--- src/rtl/down_width_conv_if.sv ---
// Handshake bundle for down_width_conv: wide valid/ready input side, narrow valid/ready output side.
// slave is the converter's view; master is the surrounding environment's view.
interface down_width_conv_if #(
  parameter int DIN_WIDTH  = 32,
  parameter int DOUT_WIDTH = 8
);
  logic [DIN_WIDTH-1:0]    din;
  logic [DIN_WIDTH/8-1:0]  din_strb;
  logic                    din_last;
  logic                    din_valid;
  logic                    din_ready;
  logic [DOUT_WIDTH-1:0]   dout;
  logic [DOUT_WIDTH/8-1:0] dout_strb;
  logic                    dout_last;
  logic                    dout_valid;
  logic                    dout_ready;

  modport slave (
    input  din, din_strb, din_last, din_valid, dout_ready,
    output din_ready, dout, dout_strb, dout_last, dout_valid
  );

  modport master (
    output din, din_strb, din_last, din_valid, dout_ready,
    input  din_ready, dout, dout_strb, dout_last, dout_valid
  );
endinterface

--- src/rtl/down_width_conv.sv ---
// Strobe-aware down width converter: one wide word in, its narrow lanes out lane 0 first.
// Define DOWN_WIDTH_CONV_SKIP_NULL_EN to drop lanes whose strobes are all zero.
module down_width_conv #(
  parameter int DIN_WIDTH  = 32,
  parameter int DOUT_WIDTH = 8
) (
  input  logic             clk,
  input  logic             rstn,
  input  logic             cen,
  down_width_conv_if.slave bus
);
  localparam int R  = DIN_WIDTH / DOUT_WIDTH;
  localparam int LW = (R > 1) ? $clog2(R) : 1;
  localparam int SB = DOUT_WIDTH / 8;
  localparam int SW = DIN_WIDTH / 8;

  if ((DIN_WIDTH % 8) != 0 || (DOUT_WIDTH % 8) != 0 ||
      DIN_WIDTH <= DOUT_WIDTH || (DIN_WIDTH % DOUT_WIDTH) != 0) begin : g_bad_cfg
    $error("down_width_conv: DIN_WIDTH must be a byte-multiple greater than and divisible by DOUT_WIDTH");
  end

  logic [DIN_WIDTH-1:0]  hold_data;
  logic [SW-1:0]         hold_strb;
  logic                  hold_last;
  logic                  hold_valid;
  logic [LW-1:0]         lane;
  logic [LW-1:0]         first_lane;
  logic [LW-1:0]         next_lane;
  logic                  lane_final;
  logic [DOUT_WIDTH-1:0] lane_data;
  logic [SB-1:0]         lane_strb;
  logic                  slot_free;
  logic                  move;
  logic                  accept;

`ifdef DOWN_WIDTH_CONV_SKIP_NULL_EN
  function automatic logic lane_nz(input logic [SW-1:0] strb, input int k);
    return |strb[k*SB +: SB];
  endfunction

  // An all-null word still emits lane 0 so its last flag reaches the output.
  always_comb begin
    first_lane = '0;
    for (int k = R - 1; k >= 0; k--) begin
      if (lane_nz(bus.din_strb, k)) first_lane = LW'(k);
    end
  end

  always_comb begin
    next_lane  = lane;
    lane_final = 1'b1;
    for (int k = R - 1; k >= 0; k--) begin
      if (k > int'(lane) && lane_nz(hold_strb, k)) begin
        next_lane  = LW'(k);
        lane_final = 1'b0;
      end
    end
  end
`else
  assign first_lane = '0;
  assign next_lane  = lane + LW'(1);
  assign lane_final = (lane == LW'(R - 1));
`endif

  assign lane_data = hold_data[int'(lane)*DOUT_WIDTH +: DOUT_WIDTH];
  assign lane_strb = hold_strb[int'(lane)*SB +: SB];

  assign slot_free     = ~bus.dout_valid | bus.dout_ready;
  assign move          = cen & slot_free & hold_valid;
  // Accepting on the final-lane move lets words stream with no bubble.
  assign bus.din_ready = cen & (~hold_valid | (slot_free & lane_final));
  assign accept        = bus.din_valid & bus.din_ready;

  // Holding stage: wide word payload, only meaningful while hold_valid is set.
  always_ff @(posedge clk) begin
    if (accept) begin
      hold_data <= bus.din;
      hold_strb <= bus.din_strb;
      hold_last <= bus.din_last;
    end
  end

  // Output stage and lane sequencing.
  always_ff @(posedge clk or negedge rstn) begin
    if (!rstn) begin
      bus.dout       <= '0;
      bus.dout_strb  <= '0;
      bus.dout_last  <= 1'b0;
      bus.dout_valid <= 1'b0;
      hold_valid     <= 1'b0;
      lane           <= '0;
    end else if (cen) begin
      if (move) begin
        bus.dout       <= lane_data;
        bus.dout_strb  <= lane_strb;
        bus.dout_last  <= hold_last & lane_final;
        bus.dout_valid <= 1'b1;
      end else if (slot_free) begin
        bus.dout_valid <= 1'b0;
      end

      if (accept) begin
        hold_valid <= 1'b1;
        lane       <= first_lane;
      end else if (move) begin
        if (lane_final) hold_valid <= 1'b0;
        else            lane       <= next_lane;
      end
    end
  end
endmodule

--- src/flat_wrapper.sv ---
// flat-port wrapper written by rule: the top's interface ports become plain ports
module down_width_conv_flat 
#(
  parameter int DIN_WIDTH  = 32,
  parameter int DOUT_WIDTH = 8
)
  (clk, rstn, cen, bus_din, bus_din_strb, bus_din_last, bus_din_valid, bus_dout_ready, bus_din_ready, bus_dout, bus_dout_strb, bus_dout_last, bus_dout_valid);
  down_width_conv_if #(.DIN_WIDTH(DIN_WIDTH), .DOUT_WIDTH(DOUT_WIDTH)) bus_i ();
  input  logic clk;
  input  logic rstn;
  input  logic cen;
  input wire logic [$bits(bus_i.din)-1:0] bus_din;
  input wire logic [$bits(bus_i.din_strb)-1:0] bus_din_strb;
  input wire logic [$bits(bus_i.din_last)-1:0] bus_din_last;
  input wire logic [$bits(bus_i.din_valid)-1:0] bus_din_valid;
  input wire logic [$bits(bus_i.dout_ready)-1:0] bus_dout_ready;
  output wire logic [$bits(bus_i.din_ready)-1:0] bus_din_ready;
  output wire logic [$bits(bus_i.dout)-1:0] bus_dout;
  output wire logic [$bits(bus_i.dout_strb)-1:0] bus_dout_strb;
  output wire logic [$bits(bus_i.dout_last)-1:0] bus_dout_last;
  output wire logic [$bits(bus_i.dout_valid)-1:0] bus_dout_valid;
  assign bus_i.din = bus_din;
  assign bus_i.din_strb = bus_din_strb;
  assign bus_i.din_last = bus_din_last;
  assign bus_i.din_valid = bus_din_valid;
  assign bus_i.dout_ready = bus_dout_ready;
  assign bus_din_ready = bus_i.din_ready;
  assign bus_dout = bus_i.dout;
  assign bus_dout_strb = bus_i.dout_strb;
  assign bus_dout_last = bus_i.dout_last;
  assign bus_dout_valid = bus_i.dout_valid;
  down_width_conv #(.DIN_WIDTH(DIN_WIDTH), .DOUT_WIDTH(DOUT_WIDTH)) u_core (.clk(clk), .rstn(rstn), .cen(cen), .bus(bus_i));
endmodule
--- config.mk ---
export PLATFORM = sky130hd
export DESIGN_NAME = down_width_conv_flat
export DESIGN_NICKNAME = d
export VERILOG_FILES = /design/src/rtl/down_width_conv_if.sv /design/src/rtl/down_width_conv.sv /design/src/flat_wrapper.sv
export SDC_FILE = /design/constraint.sdc
export NUM_CORES = 1
export LEC_CHECK = 0
export BUFFER_PORTS_ARGS = -buffer_cell sky130_fd_sc_hd__buf_2
export CORE_UTILIZATION = 46
export CTS_CLUSTER_SIZE = 10
export DETAILED_ROUTE_END_ITERATION = 10
export HOLD_SLACK_MARGIN = 0.03
export PLACE_DENSITY = 0.78
export SLEW_MARGIN = 20
export SYNTH_ARGS = -nofsm -noshare
export SYNTH_HDL_FRONTEND = slang
export SYNTH_SLANG_ARGS = --single-unit
--- constraint.sdc ---
create_clock -name clk -period 3.2 [get_ports clk]
set_input_delay 0.32 -clock clk [delete_from_list [all_inputs] [get_ports clk]]
set_output_delay 0.32 -clock clk [all_outputs]
set_load 0.005 [all_outputs]
# Word-level counts from Yosys, hierarchy flattened
# Index checks and enable logic that the tools add are counted.
# word_totals
reg_bits	51
output_inout_bits	12
# classes
add_sub_neg	1
n_eq_ne	2
shift	2
n_mux	8
bitwise_logic	10
n_reduce_logical	7
# ops
op	n
variable part select 32 x 6 -> 8 bit	1
AND 1 bit	6
two-way mux 2 bit	3
AND reduction 3 bit	2
nonzero test 2 bit	3
two-way mux 1 bit	5
AND reduction 2 bit	2
variable part select 4 x 3 -> 1 bit	1
adder 2 x 1 -> 2 bit, second input constant	1
== test 2 bit, second input constant	1
inequality test 2 bit, second input constant	1
inverter 1 bit	2
OR 1 bit	2

# Logic depth before layout (Yosys ltp)
# Gate-level depths: netlist of the first run.
# logic_depth
depth_word	8
depth_mapped	5
ltp_nobuf	4

# Least setup slack after synthesis of the first run
# No wires, ideal clock.
# synth_timing
kind	flip-flop to flip-flop
startpoint	register u_core.lane[0]
endpoint	register u_core.lane[0]
setup_ns	0.231
arrival_time_ns	2.858
slack_ns	0.110
path_stages_with_launch	5
n_path_buf	0
synth_period_minus_slack_ns	3.090
cell_sequence	dfrtp_1 ha_1 nand2_1 a21oi_1 o21ai_0
# synth_between
elab_chain_len	7
# synth_lines
element	line_no	source
start, declared	down_width_conv.sv:26	logic [LW-1:0] lane;
start signal, assigned	down_width_conv.sv:104	lane <= first_lane;
start signal, assigned	down_width_conv.sv:107	else lane <= next_lane;
== test 2 bit (*)	down_width_conv.sv:62	assign lane_final = (lane == LW'(R - 1));
AND 1 bit (*)	down_width_conv.sv:71	assign bus.din_ready = cen & (~hold_valid | (slot_free & lane_final));
OR 1 bit (*)	down_width_conv.sv:71	
AND 1 bit (*)	down_width_conv.sv:71	
AND 1 bit (*)	down_width_conv.sv:72	assign accept = bus.din_valid & bus.din_ready;
via u_core.accept	down_width_conv.sv:34	logic accept;
inequality test 2 bit (no line) / nonzero test 2 bit (equally long branches)	n/a	
AND reduction 3 bit (no line)	n/a	
# The timed path passes the listed nets; every way through them passes the cells marked *. The select of a mux whose other input is x is not followed.
# A chain may end at the register's enable or synchronous reset.

# Worst setup path in the final report of the first run
# layout_timing
startpoint	register u_core.lane[0]
endpoint	register u_core.hold_strb[3] (enable)
# layout_between
elab_chain_len	5
# layout_lines
element	line_no	source
== test 2 bit	down_width_conv.sv:62	
AND 1 bit	down_width_conv.sv:71	
OR 1 bit	down_width_conv.sv:71	
AND 1 bit	down_width_conv.sv:71	
AND 1 bit	down_width_conv.sv:72	
via u_core.accept	down_width_conv.sv:34	
end signal, assigned	down_width_conv.sv:78	hold_strb <= bus.din_strb;
end, declared	down_width_conv.sv:23	logic [SW-1:0] hold_strb;
# The timed path passes the listed nets, and every way through them passes these cells.

==> report_table.html, run 1 <==
<table>
<tr><th>Metric</th><th>Value</th></tr>
<tr><th colspan="2">Logic synthesis</th></tr>
<tr><td>Synth unique cells</td><td>18</td></tr>
<tr><td>Cell Area, Synth</td><td>1920 sq um</td></tr>
<tr><td>Leading area contributor after synthesis</td><td>edfxtp_1</td></tr>
<tr><td>Mapped Avg Cell Area</td><td>17.0 sq um</td></tr>
<tr><td>Post-Syn Nets</td><td>156</td></tr>
<tr><td>Fraction of post-synthesis cell area in the top cell type by area</td><td>58.0%</td></tr>
<tr><td>#FFs+latches synth</td><td>51</td></tr>
<tr><td>Top post-synthesis cells by area</td><td>edfxtp_1 58%, dfrtp_1 18%, mux4_2 9.4%</td></tr>
<tr><td>Yosys warns</td><td>0</td></tr>
<tr><td>Share of the yosys chip area belonging to registers</td><td>76.2%</td></tr>
<tr><td>Synth Instances</td><td>113</td></tr>
<tr><th colspan="2">Finish</th></tr>
<tr><td>Final layout net count</td><td>214</td></tr>
<tr><td>Synthesis-to-finish area growth</td><td>21.6%</td></tr>
<tr><td>Commonest non-fill, non-tap cell in the layout</td><td>buf_2</td></tr>
<tr><td>Antenna diode count</td><td>0</td></tr>
<tr><td>Post-Route Utilization</td><td>58.3%</td></tr>
<tr><td>Leading cell types in the layout, fill and taps excluded</td><td>53 x buf_2, 37 x edfxtp_1, 34 x nand2_1</td></tr>
<tr><td>Layout cell share with drive strength beyond 1</td><td>40.1%</td></tr>
<tr><th colspan="2">Floorplan</th></tr>
<tr><td>Die Area</td><td>4430 sq um</td></tr>
<tr><td>Core Area</td><td>4000 sq um</td></tr>
<tr><td>Overall die height</td><td>66.6 um</td></tr>
<tr><td>Initial core utilization</td><td>47.9%</td></tr>
<tr><td>Die width</td><td>66.6 um</td></tr>
<tr><td>Ports placed on the boundary</td><td>54</td></tr>
<tr><td>Number of rows in the core area</td><td>23</td></tr>
<tr><th colspan="2">Power and ir drop</th></tr>
<tr><td>Peak supply drop</td><td>0.426 mV</td></tr>
<tr><td>Reg power frac</td><td>57.1%</td></tr>
<tr><td>Sw power</td><td>0.000446 W</td></tr>
<tr><td>Combinational Power Share</td><td>21.6%</td></tr>
<tr><td>Static leakage</td><td>0.958 nW</td></tr>
<tr><td>Pwr per Cell Area</td><td>699 nW/um^2</td></tr>
<tr><td>Internal power contribution</td><td>0.00118 W</td></tr>
<tr><td>Switching power share of the total</td><td>27.4%</td></tr>
<tr><td>Clock network fraction of design power</td><td>21.3%</td></tr>
<tr><th colspan="2">Global routing</th></tr>
<tr><td>All-Layer GR Usage</td><td>15.7%</td></tr>
<tr><td>Number of global-route vias before repair</td><td>1079</td></tr>
<tr><td>Antenna violations before repair</td><td>0</td></tr>
<tr><td>GR Overflow Total</td><td>0</td></tr>
<tr><td>Maximum number of pins on one net before global-route repair</td><td>40</td></tr>
<tr><td>Wire length of the first global-routing pass</td><td>4.82 mm</td></tr>
<tr><th colspan="2">Critical path</th></tr>
<tr><td>Worst path required time</td><td>3.14 ns</td></tr>
<tr><td>Worst path slowest cell</td><td>dfrtp_1</td></tr>
<tr><td>Buf/Inv on CP</td><td>1</td></tr>
<tr><td>Cell type group with the largest total delay on the critical path</td><td>flip-flops</td></tr>
<tr><td>Slowest cell delay on critical path</td><td>0.74 ns</td></tr>
<tr><td>CP endpoint kind</td><td>register</td></tr>
<tr><td>Ordered cell list for the critical path</td><td>ha_1 -&gt; nand2_1 -&gt; a21oi_4 -&gt; buf_4</td></tr>
<tr><td>Worst Setup Path Type</td><td>reg -&gt; reg</td></tr>
<tr><td>Data arrival time of the worst path</td><td>2.15 ns</td></tr>
<tr><td>Kind of start point of the critical path</td><td>register</td></tr>
<tr><td>Critical path peak fanout</td><td>39</td></tr>
<tr><th colspan="2">STA</th></tr>
<tr><td>Number of max-slew violations in the final report</td><td>0</td></tr>
<tr><td>Worst Skew</td><td>0.00902 ns</td></tr>
<tr><td>Count of endpoints failing hold in the final timing report</td><td>0</td></tr>
<tr><td>Final sum of negative setup slack</td><td>0 ns</td></tr>
<tr><td>Unrepaired setup endpoints after global routing</td><td>no</td></tr>
<tr><td>Worst-case headroom to the max-slew limit</td><td>59.7%</td></tr>
<tr><td>Worst-margin pin slew</td><td>0.604 ns</td></tr>
<tr><td>Final setup violation count</td><td>0</td></tr>
<tr><td>Peak clock frequency supported by timing</td><td>452 MHz</td></tr>
<tr><td>Shortest period the worst path allows</td><td>2.21 ns</td></tr>
<tr><td>Post-route fraction of the period consumed by the critical path</td><td>69.1%</td></tr>
<tr><th colspan="2">Place</th></tr>
<tr><td>Global placement routability congestion</td><td>0.708</td></tr>
<tr><td>I/O Buffers</td><td>53</td></tr>
<tr><td>DPL Wire Length</td><td>2.22 mm</td></tr>
<tr><th colspan="2">Drt</th></tr>
<tr><td>First DRT Iteration DRCs</td><td>57</td></tr>
<tr><td>Via count</td><td>1106</td></tr>
<tr><td>Number of iterations in the first detailed-routing pass</td><td>4</td></tr>
<tr><td>Routed via count divided by cell count</td><td>4.98</td></tr>
<tr><td>Antenna violation net count after detailed routing</td><td>0</td></tr>
<tr><td>Post-route DRC</td><td>0</td></tr>
<tr><td>Aggregate routed wire length</td><td>3.13 mm</td></tr>
<tr><td>Average wire length per cell after detail routing</td><td>14.1 um</td></tr>
<tr><th colspan="2">Clock network</th></tr>
<tr><td>Number of setup buffers added after CTS</td><td>0</td></tr>
<tr><td>Sinks on Clock Net</td><td>51</td></tr>
<tr><td>Library cell used as clock root buffer</td><td>clkbuf_8</td></tr>
<tr><td>Worst-Skew Late Latency</td><td>0.29 ns</td></tr>
<tr><td>TritonCTS buffer count</td><td>5</td></tr>
<tr><td>Maximum number of buffers from clock root to sink</td><td>2</td></tr>
<tr><td>Clock Pin Slew Worst Setup and Hold Paths</td><td>0.09 ns</td></tr>
<tr><td>CTS tree</td><td>yes</td></tr>
<tr><td>H-Tree Level Count</td><td>2</td></tr>
<tr><th colspan="2">Min path</th></tr>
<tr><td>Hold crit path type</td><td>in -&gt; reg</td></tr>
<tr><th colspan="2">Flow run</th></tr>
<tr><td>Number of violations of the max-capacitance limit</td><td>0</td></tr>
<tr><th colspan="2">Outcome</th></tr>
<tr><td>Outcome</td><td>completed</td></tr>
</table>
## what timing repair did
item | 4_1_cts | 5_1_grt
gates resized for setup | 0 | 0
hold buffers | 1 | 0
endpoints found under the hold margin | 14 | 0
## cells in the mapped netlist (all sizes together)
cell type,instances
edfxtp,37
nand2,34
dfrtp,14
mux4,9
o21ai,4
buf,3
nand3,3
a21boi,1
a21oi,1
a22o,1
and3,1
clkbuf,1
ha,1
nand2b,1
nand3b,1
or3,1
## flip-flops by register name (all words and copies together) (netlist names)
name / flops
u_core.bus.dout: 8
u_core.hold_last: 1
u_core.hold_strb: 4
u_core.hold_data: 32
u_core.bus.dout_valid: 1
u_core.bus.dout_strb: 1
u_core.lane: 2
u_core.hold_valid: 1
u_core.bus.dout_last: 1
## worst paths after layout
kind,slack (ns),from,endpoint,depth (start not counted)
max in group asynchronous,2.51,rstn,u_core.lane[1]$_DFFE_PN0P_,2
min,0.19,bus_din[18],u_core.hold_data[18]$_DFFE_PP_,1
max reg2reg,0.99,u_core.lane[0]$_DFFE_PN0P_,u_core.hold_strb[3]$_DFFE_PP_,4
max,0.99,u_core.lane[0]$_DFFE_PN0P_,u_core.hold_strb[3]$_DFFE_PP_,4
min reg2reg,0.47,u_core.bus.dout_last$_DFFE_PN0P_,u_core.bus.dout_last$_DFFE_PN0P_,2
min in group asynchronous,0.44,rstn,u_core.bus.dout[2]$_DFFE_PN0P_,2
## final cells by class
cell class              instances  area (sq um)
well taps                      50          62.6
multi-input cells              58           440
flip-flops and latches         51          1460
repair buffers                 55           283
clock buffers                   7          76.3
fillers                       313          1670
clock inverters                 1          7.51
## per-stage QoR
step	setup WS (ns)	cell area (sq um)	hold slack (ns)	instances	total power (W)
finish	0.989	2330	0.193	222	0.00163
global route	0.764	2330	0.175	222	0.00173
CTS	0.957	2330	0.185	222	0.00165
detailed placement	0.980	2240	0.237	213	0.00130
global placement	1.09	2240	0.230	213	0.00128
floorplan	0.110	1920	0.0244	113	0.00117
## layer usage
metal | global-route usage (%) | vias to the layer above | wire length (um)
met3 | 4.45 | 5 | 196
met1 | 19.9 | 519 | 1280
met2 | 25.3 | 48 | 1610
met4 | 6.38 | 0 | 39
met5 | 0 | - | 0
li1 | - | 534 | -
## power groups by stage
| stage | registers, W | logic [W] | clock network, W |
|---|---|---|---|
| 6_report | 0.000930 | 0.000353 | 0.000347 |
| 5_1_grt | 0.000954 | 0.000396 | 0.000384 |
| 4_1_cts | 0.000935 | 0.000357 | 0.000358 |
| 3_5_place_dp | 0.000950 | 0.000354 | 0 |
| 3_3_place_gp | 0.000942 | 0.000341 | 0 |
| 2_1_floorplan | 0.000896 | 0.000272 | 0 |
## kinds of logic (layout without fill, tap and decap cells)
logic type / after synthesis / count (layout) / share of synthesized area [%]
flip-flops: 51 / 51 / 76.2
AND/OR/NAND/NOR: 41 / 41 / 8.81
multiplexers: 9 / 9 / 10.8
AO/OA/AOI/OAI: 7 / 7 / 2.15
buffers and inverters: 4 / 63 / 1.37
adder cells (fa/ha/maj): 1 / 1 / 0.653
Power figures use the tool's default switching activity.
==> run 2, diff against run 1 <==
Settings changed: CORE_UTILIZATION 46 to 50, PLACE_DENSITY 0.78 to 0.8.
Clock period 3.2 ns to 2.3 ns, I/O delays scaled along.
==> report_table.html, run 2 (same netlist as run 1, synthesis figures left out) <==
<table>
<tr><th>Metric</th><th>Value</th></tr>
<tr><th colspan="2">Outcome</th></tr>
<tr><td>Outcome</td><td>completed (unchanged)</td></tr>
<tr><th colspan="2">Global routing</th></tr>
<tr><td>Antenna violations before repair</td><td>0 (unchanged)</td></tr>
<tr><td>All-Layer GR Usage</td><td>17.0% (was 15.7%)</td></tr>
<tr><td>GR Overflow Total</td><td>0 (unchanged)</td></tr>
<tr><td>Wire length of the first global-routing pass</td><td>5.05 mm (was 4.82 mm)</td></tr>
<tr><td>Number of global-route vias before repair</td><td>1153 (was 1079)</td></tr>
<tr><td>Maximum number of pins on one net before global-route repair</td><td>40 (unchanged)</td></tr>
<tr><th colspan="2">Clock network</th></tr>
<tr><td>Number of setup buffers added after CTS</td><td>0 (unchanged)</td></tr>
<tr><td>TritonCTS buffer count</td><td>5 (unchanged)</td></tr>
<tr><td>Maximum number of buffers from clock root to sink</td><td>2 (unchanged)</td></tr>
<tr><td>Library cell used as clock root buffer</td><td>clkbuf_8 (unchanged)</td></tr>
<tr><td>CTS tree</td><td>yes (unchanged)</td></tr>
<tr><td>Clock Pin Slew Worst Setup and Hold Paths</td><td>0.08 ns (was 0.09 ns)</td></tr>
<tr><td>Sinks on Clock Net</td><td>51 (unchanged)</td></tr>
<tr><td>H-Tree Level Count</td><td>2 (unchanged)</td></tr>
<tr><td>Worst-Skew Late Latency</td><td>0.29 ns (about the same)</td></tr>
<tr><th colspan="2">Critical path</th></tr>
<tr><td>Kind of start point of the critical path</td><td>register (unchanged)</td></tr>
<tr><td>Worst path required time</td><td>2.24 ns (was 3.14 ns)</td></tr>
<tr><td>Critical path peak fanout</td><td>39 (unchanged)</td></tr>
<tr><td>CP endpoint kind</td><td>register (unchanged)</td></tr>
<tr><td>Worst Setup Path Type</td><td>reg -&gt; reg (unchanged)</td></tr>
<tr><td>Data arrival time of the worst path</td><td>1.63 ns (was 2.15 ns)</td></tr>
<tr><th colspan="2">STA</th></tr>
<tr><td>Worst-margin pin slew</td><td>0.461 ns (was 0.604 ns)</td></tr>
<tr><td>Number of max-slew violations in the final report</td><td>0 (unchanged)</td></tr>
<tr><td>Crit path setup slack, layout</td><td>0.609 ns (was 0.989 ns)</td></tr>
<tr><td>Worst Skew</td><td>0.00515 ns (was 0.00902 ns)</td></tr>
<tr><td>Unrepaired setup endpoints after global routing</td><td>no (unchanged)</td></tr>
<tr><td>Final sum of negative setup slack</td><td>0 ns (unchanged)</td></tr>
<tr><td>Worst-case headroom to the max-slew limit</td><td>69.2% (was 59.7%)</td></tr>
<tr><td>Peak clock frequency supported by timing</td><td>591 MHz (was 452 MHz)</td></tr>
<tr><td>Count of endpoints failing hold in the final timing report</td><td>0 (unchanged)</td></tr>
<tr><td>Final setup violation count</td><td>0 (unchanged)</td></tr>
<tr><td>Shortest period the worst path allows</td><td>1.69 ns (was 2.21 ns)</td></tr>
<tr><td>Post-route fraction of the period consumed by the critical path</td><td>73.5% (was 69.1%)</td></tr>
<tr><th colspan="2">Min path</th></tr>
<tr><td>Hold crit path type</td><td>in -&gt; reg (unchanged)</td></tr>
<tr><th colspan="2">Finish</th></tr>
<tr><td>Flip-flop count of the largest register, all copies and words added</td><td>32 (unchanged)</td></tr>
<tr><td>Largest register by flop count</td><td>u_core.hold_data (unchanged)</td></tr>
<tr><td>Layout cell share with drive strength beyond 1</td><td>40.8% (was 40.1%)</td></tr>
<tr><td>Final layout net count</td><td>216 (was 214)</td></tr>
<tr><td>Commonest non-fill, non-tap cell in the layout</td><td>buf_2 (unchanged)</td></tr>
<tr><td>Synthesis-to-finish area growth</td><td>22.1% (was 21.6%)</td></tr>
<tr><td>Post-Route Utilization</td><td>63.9% (was 58.3%)</td></tr>
<tr><td>Antenna diode count</td><td>0 (unchanged)</td></tr>
<tr><td>Top Registers</td><td>u_core.hold_data x32, u_core.bus.dout x8, u_core.hold_strb x4 (unchanged)</td></tr>
<tr><td>Non-filler instance count after layout</td><td>222 (unchanged)</td></tr>
<tr><td>Leading cell types in the layout, fill and taps excluded</td><td>53 x buf_2, 37 x edfxtp_1, 34 x nand2_1 (unchanged)</td></tr>
<tr><th colspan="2">Drt</th></tr>
<tr><td>Via count</td><td>1107 (was 1106)</td></tr>
<tr><td>Average wire length per cell after detail routing</td><td>13.1 um (was 14.1 um)</td></tr>
<tr><td>Routed via count divided by cell count</td><td>4.99 (was 4.98)</td></tr>
<tr><td>First DRT Iteration DRCs</td><td>38 (was 57)</td></tr>
<tr><td>Antenna violation net count after detailed routing</td><td>0 (unchanged)</td></tr>
<tr><td>Post-route DRC</td><td>0 (unchanged)</td></tr>
<tr><td>Aggregate routed wire length</td><td>2.90 mm (was 3.13 mm)</td></tr>
<tr><td>Number of iterations in the first detailed-routing pass</td><td>4 (unchanged)</td></tr>
<tr><th colspan="2">Place</th></tr>
<tr><td>I/O Buffers</td><td>53 (unchanged)</td></tr>
<tr><td>Placed cell count</td><td>213 (unchanged)</td></tr>
<tr><td>Setup Slack @ Placement</td><td>0.620 ns (was 0.980 ns)</td></tr>
<tr><td>Global placement routability congestion</td><td>0.827 (was 0.708)</td></tr>
<tr><td>DPL Wire Length</td><td>2.08 mm (was 2.22 mm)</td></tr>
<tr><th colspan="2">Flow run</th></tr>
<tr><td>Number of violations of the max-capacitance limit</td><td>0 (unchanged)</td></tr>
<tr><th colspan="2">Floorplan</th></tr>
<tr><td>Overall die height</td><td>63.9 um (was 66.6 um)</td></tr>
<tr><td>Initial core utilization</td><td>52.4% (was 47.9%)</td></tr>
<tr><td>Core Area</td><td>3660 sq um (was 4000 sq um)</td></tr>
<tr><td>Ports placed on the boundary</td><td>54 (unchanged)</td></tr>
<tr><td>Die Area</td><td>4090 sq um (was 4430 sq um)</td></tr>
<tr><td>Die width</td><td>63.9 um (was 66.6 um)</td></tr>
<tr><td>Number of rows in the core area</td><td>22 (was 23)</td></tr>
<tr><th colspan="2">Power and ir drop</th></tr>
<tr><td>Design Power</td><td>0.00228 W (was 0.00163 W)</td></tr>
<tr><td>Pwr per Cell Area</td><td>973 nW/um^2 (was 699 nW/um^2)</td></tr>
<tr><td>Peak supply drop</td><td>0.508 mV (was 0.426 mV)</td></tr>
<tr><td>Static leakage</td><td>0.971 nW (was 0.958 nW)</td></tr>
</table>
==> run 2: cell count changes in the layout (fill, tap and decap cells not counted), sizes merged <==
cell	before	now
clkinvlp	1	0
clkinv	0	1
buf	54	56
==> run 2: final timing paths <==
kind                                                       start                          endpoint  slack, ns  cells after the start
worst max-delay path                  u_core.lane[0]$_DFFE_PN0P_     u_core.hold_data[5]$_DFFE_PP_       0.61                      4
worst min-delay path                             bus_din_strb[0]     u_core.hold_strb[0]$_DFFE_PP_       0.11                      1
worst max register to register        u_core.lane[0]$_DFFE_PN0P_     u_core.hold_data[5]$_DFFE_PP_       0.61                      4
worst min register to register  u_core.bus.dout_last$_DFFE_PN0P_  u_core.bus.dout_last$_DFFE_PN0P_       0.47                      2
max in group asynchronous                                   rstn    u_core.bus.dout[3]$_DFFE_PN0P_       1.72                      2
min in group asynchronous                                   rstn  u_core.bus.dout_strb$_DFFE_PN0P_       0.34                      2
==> run 2: timing repair <==
action	in CTS	in global routing
hold buffers	1	0
hold endpoints to repair	14	0
gates resized for setup	0	0
==> run 2: per-stage QoR <==
stage | area, sq um | hold slack [ns]
floorplan | 1920 | -0.0656
global placement | 2250 | 0.130
detailed placement | 2250 | 0.144
CTS | 2340 | 0.0947
global route | 2340 | 0.0844
finish | 2340 | 0.106
==> run 2: power by group <==
group	total [W]	leakage [nW]	internal (W)	switching (W)
clock	0.000467	0.0422	0.000213	0.000254
sequential	0.00123	0.504	0.00115	0.0000792
combinational	0.000580	0.425	0.000301	0.000278
total	0.00228	0.971	0.00167	0.000612
==> run 2: final cells by class <==
type,count,area (sq um)
clock buffers,7,76.3
clock inverters,1,5.00
fillers,275,1320
multi-input cells,58,440
flip-flops and latches,51,1460
well taps,48,60.1
repair buffers,57,298
==> run 2: layer usage <==
layer	global-route usage, %	routed length (um)	vias up
met5	0	0	-
li1	-	-	536
met4	5.68	29	0
met1	19.6	1130	527
met2	29.3	1540	39
met3	6.07	199	5
==> run 2: worst max-delay path, cell delays in order (launching register included) <==
cell and delay (ns):
dfrtp_1 0.36, ha_1 0.26, nand2_1 0.14, a21oi_4 0.16, buf_4 0.42
